**config.mk**
```make
export PLATFORM = sky130hd
export DESIGN_NAME = pin_sync
export DESIGN_NICKNAME = d
export VERILOG_FILES = /design/src/rtl/pin_sync.sv
export SDC_FILE = /design/constraint.sdc
export NUM_CORES = 1
export LEC_CHECK = 0
export ABC_AREA = 0
export BUFFER_PORTS_ARGS = -buffer_cell sky130_fd_sc_hd__buf_2
export CAP_MARGIN = 20
export CELL_PAD_IN_SITES_DETAIL_PLACEMENT = 0
export CELL_PAD_IN_SITES_GLOBAL_PLACEMENT = 1
export CORE_ASPECT_RATIO = 1.2
export CORE_MARGIN = 2
export CORE_UTILIZATION = 41
export CTS_CLUSTER_DIAMETER = 100
export DETAILED_ROUTE_END_ITERATION = 16
export PLACE_DENSITY = 0.85
export SYNTH_ARGS = -nofsm -noshare
export SYNTH_HDL_FRONTEND = slang
export SYNTH_SLANG_ARGS = --single-unit
```
**constraint.sdc**
```tcl
create_clock -name clk -period 2.4 [get_ports clk]
set_clock_uncertainty 0.1 [all_clocks]
set_input_delay 0.36 -clock clk [delete_from_list [all_inputs] [get_ports clk]]
set_output_delay 0.36 -clock clk [all_outputs]
set_load 0.02 [all_outputs]
```
**src/rtl/pin_sync.sv**
```systemverilog
// Multi-stage synchronizer for all 16 socket pins, plus rising-edge detection
// on one selected pin.
module pin_sync #(
    parameter int STAGES   = 2,
    parameter int RISE_PIN = 2
) (
    input  logic        clk,
    input  logic        reset,
    input  logic [16:1] din,
    output logic [16:1] dout,
    output logic        rise
);

    localparam int WW = $clog2(STAGES + 2);
    localparam logic [WW-1:0] WARM_DONE = WW'(STAGES + 1);

    logic [16:1]   stage [STAGES];
    logic          prev;
    logic [WW-1:0] warm;

    // Edges stay suppressed until the chain has refilled after reset and prev
    // holds a real pin sample, so a pin held high across reset is not a rise.
    always_ff @(posedge clk or posedge reset) begin
        if (reset) begin
            for (int i = 0; i < STAGES; i++) begin
                stage[i] <= '0;
            end
            prev <= 1'b0;
            warm <= '0;
        end else begin
            stage[0] <= din;
            for (int i = 1; i < STAGES; i++) begin
                stage[i] <= stage[i-1];
            end
            prev <= dout[RISE_PIN];
            if (warm != WARM_DONE) begin
                warm <= warm + 1'b1;
            end
        end
    end

    assign dout = stage[STAGES-1];
    assign rise = dout[RISE_PIN] & ~prev & (warm == WARM_DONE);

endmodule

```
==> results.md <==
- Post-synthesis adder-cell area fraction: 0.0120
- Worst Path Buf+Inv: 1
- Sw Pwr: 0.196 mW
- Area grow syn2layout: 13.4%
- Pwr/cell area: 791 nW/µm²
- Crit share post-route: 0.741
- Reg area: 876 µm²
- Setup WS pre-CTS: 0.963 ns
- Crit end category: output pin
- Vias in the first global route: 405
- Commonest cells after routing, fill and taps aside: dfrtp_1 (35), buf_2 (34), clkbuf_4 (5)
- Met3 Use GR: 0.0581
- Commonest non-fill, non-tap cell in the layout: dfrtp_1
- WS Path Type: flip-flop to output pin
- DIE AREA: 2970 µm²
- Setup TNS: 0 ns
- Gr ovfl total: 0
- Sw frac: 0.209
- Utilization after layout: 0.479
- Clock Tree Root: clkbuf_4
- Cell Rows: 20
- WL per Instance: 10.2 µm
- Leak: 0.597 nW
- Max cap viols: 0
- Fin crit period: 1.78 ns
- H-tree depth: 2
- Hold Crit Class: input port to async pin
- Vias: 415
- CP max FO: 3
- Clock Path Buffers: 2
- Final hold violation count: 0
- Diodes inserted: 0
- Unique masters post-synth: 7
- Filler Cells Inserted: 208
- TritonCTS Buffers: 5
- Met2 usage: 0.115
- CP Cell Sequence: ha_1 -> and3b_2 -> buf_2
- Gp weighted congestion: 0.593
- Initial core utilization: 0.422
- Mux contribution to synthesized area: 0.0144
- Drt total wl: 1170 µm
- Seq pwr share: 0.665
- Endpoints failing setup: 0
- Worst path required time: 1.94 ns
- Drt drc: 0
- Synth top area cells: dfrtp_1 (84%), buf_4 (11%), mux2_4 (1.4%)
- Cell area after synthesis: 1050 µm²
- All-Layer GR Usage: 0.0984
- Largest family of logic cells by synthesized area: buffers and inverters
- #FFs+latches synth: 35
- Post CTS Setup Buffer Count: 0
- Area used by multi-input combinational logic: 46.3 µm²
- Final number of max-transition violations: 0
- Yosys warnings: 0
- Die Ht: 59.3 µm
- Synth Area in XOR/XNOR: 0.00837
- RSZ-0062 raised after global routing: no
- Max Freq: 562 MHz
- First-pass GRT wire length: 1910 µm
- Share of total power in combinational logic: 0.063
- Slowest stage delay, CP: 0.41 ns
- Post-Place Cells: 108
- Vias/cell: 3.64
- Synth top area share: 0.837
- VDD IR max: 328 µV
- Critical path data arrival time: 1.32 ns
- Worst Max-Slew Pin Slew: 0.409 ns
- Clock transition at the registers of the reported paths: 0.09 ns
- Compound-Gate Fraction of Synth Area: 0
- Synthesized Nets: 75
- Number of clock sinks: 35
- Mapped Cells: 56
- Post_cts resized: 0
- Hold Buf Count CTS: 0
- Setup slack after layout: 0.622 ns
- Initial antenna violation count: 0
- Status: finished, final reports clean
- Die extent in x: 50.1 µm
- Top Ports: 35
- Crit-path leading delay family: flip-flops
- Worst-Skew Late Latency: 0.30 ns
- Layout cells sized above 1: 0.519
- Slowest cell on crit path: dfrtp_1
- Non-filler cells in the finished layout: 114
- CTS tree: built
- Number of detailed-route iterations in the first pass: 4
- Clock group share of total power: 0.272
- Fraction of the yosys area taken by sequential cells: 0.837
- Pin count of the biggest net entering global routing: 36
- Largest area contributor in the synthesized netlist: dfrtp_1
- Crit path launch type: flip-flop
- Post-Synth Simple-Gate Area: 0.00957
- Nets: 101
- Area of the core: 2480 µm²
- Int Power: 0.742 mW
- M1 GR Usage: 0.127
- Starting DRT DRC Count: 5
- Max transition margin: 0.728
- Buffers added on ports: 34
- Most Crowded Layer GR: met1
- Detail Route Antenna Nets: 0
- Avg Cell Area, Syn: 18.7 µm²
==> worst register-to-register path, cell delays in order (launching register included) <==
cell and delay (ns):
dfrtp_1 0.41, ha_1 0.30, mux2_4 0.27
==> state kept, by name, summed over array words and instances, names as in the netlist <==
name   cells
dout      16
stage     16
prev       1
warm       2
==> worst paths after layout <==
check | start | endpoint | slack, ns | cells after the start
min | reset | stage[24] | 0.02 | 3
max | warm[0] | rise | 0.62 | 3
max in group asynchronous | reset | dout[3] | 1.88 | 3
max reg2reg | warm[0] | warm[1] | 1.22 | 2
min reg2reg | stage[25] | dout[10] | 0.25 | 0
min in group clk | din[11] | stage[26] | 0.05 | 1
==> synth_stat cells <==
library cell  number
dfrtp_1           35
buf_4             16
and3b_2            1
ha_1               1
inv_1              1
mux2_4             1
xnor2_1            1
==> layer usage <==
metal | vias to the layer above | share of wire
li1 | 205 | -
met1 | 186 | 0.43
met2 | 22 | 0.46
met3 | 2 | 0.081
met4 | 0 | 0.021
met5 | - | 0
==> power by group through the flow <==
stage	clock, mW	combinational [mW]	sequential [mW]
3_5_place_dp	0	0.0610	0.636
6_report	0.255	0.0591	0.623
5_1_grt	0.308	0.0651	0.627
2_1_floorplan	0	0.0495	0.634
4_1_cts	0.274	0.0610	0.624
3_3_place_gp	0	0.0591	0.635
==> kinds of logic after synthesis <==
| kind of cell | Yosys count |
|---|---|
| AND/OR/NAND/NOR | 1 |
| flip-flops | 35 |
| buffers and inverters | 17 |
| XOR/XNOR | 1 |
| multiplexers | 1 |
| adder cells (fa/ha/maj) | 1 |
==> per-stage QoR <==
stage	cell area, µm²	total power [mW]	hold slack (ns)
finish	1190	0.938	0.0153
global route	1190	1.00	0.00795
CTS	1190	0.959	0.0176
detailed placement	1140	0.697	0.235
global placement	1140	0.694	0.231
floorplan	1050	0.683	0.231
==> final cells by class <==
class,count,share of cell area
Sequential cell,35,0.738
Inverter,1,0.00316
Tap cell,33,0.0348
Timing Repair Buffer,35,0.150
Clock buffer,6,0.0348
Multi-Input combinational cell,4,0.0390
Power figures use the tool's default switching activity.
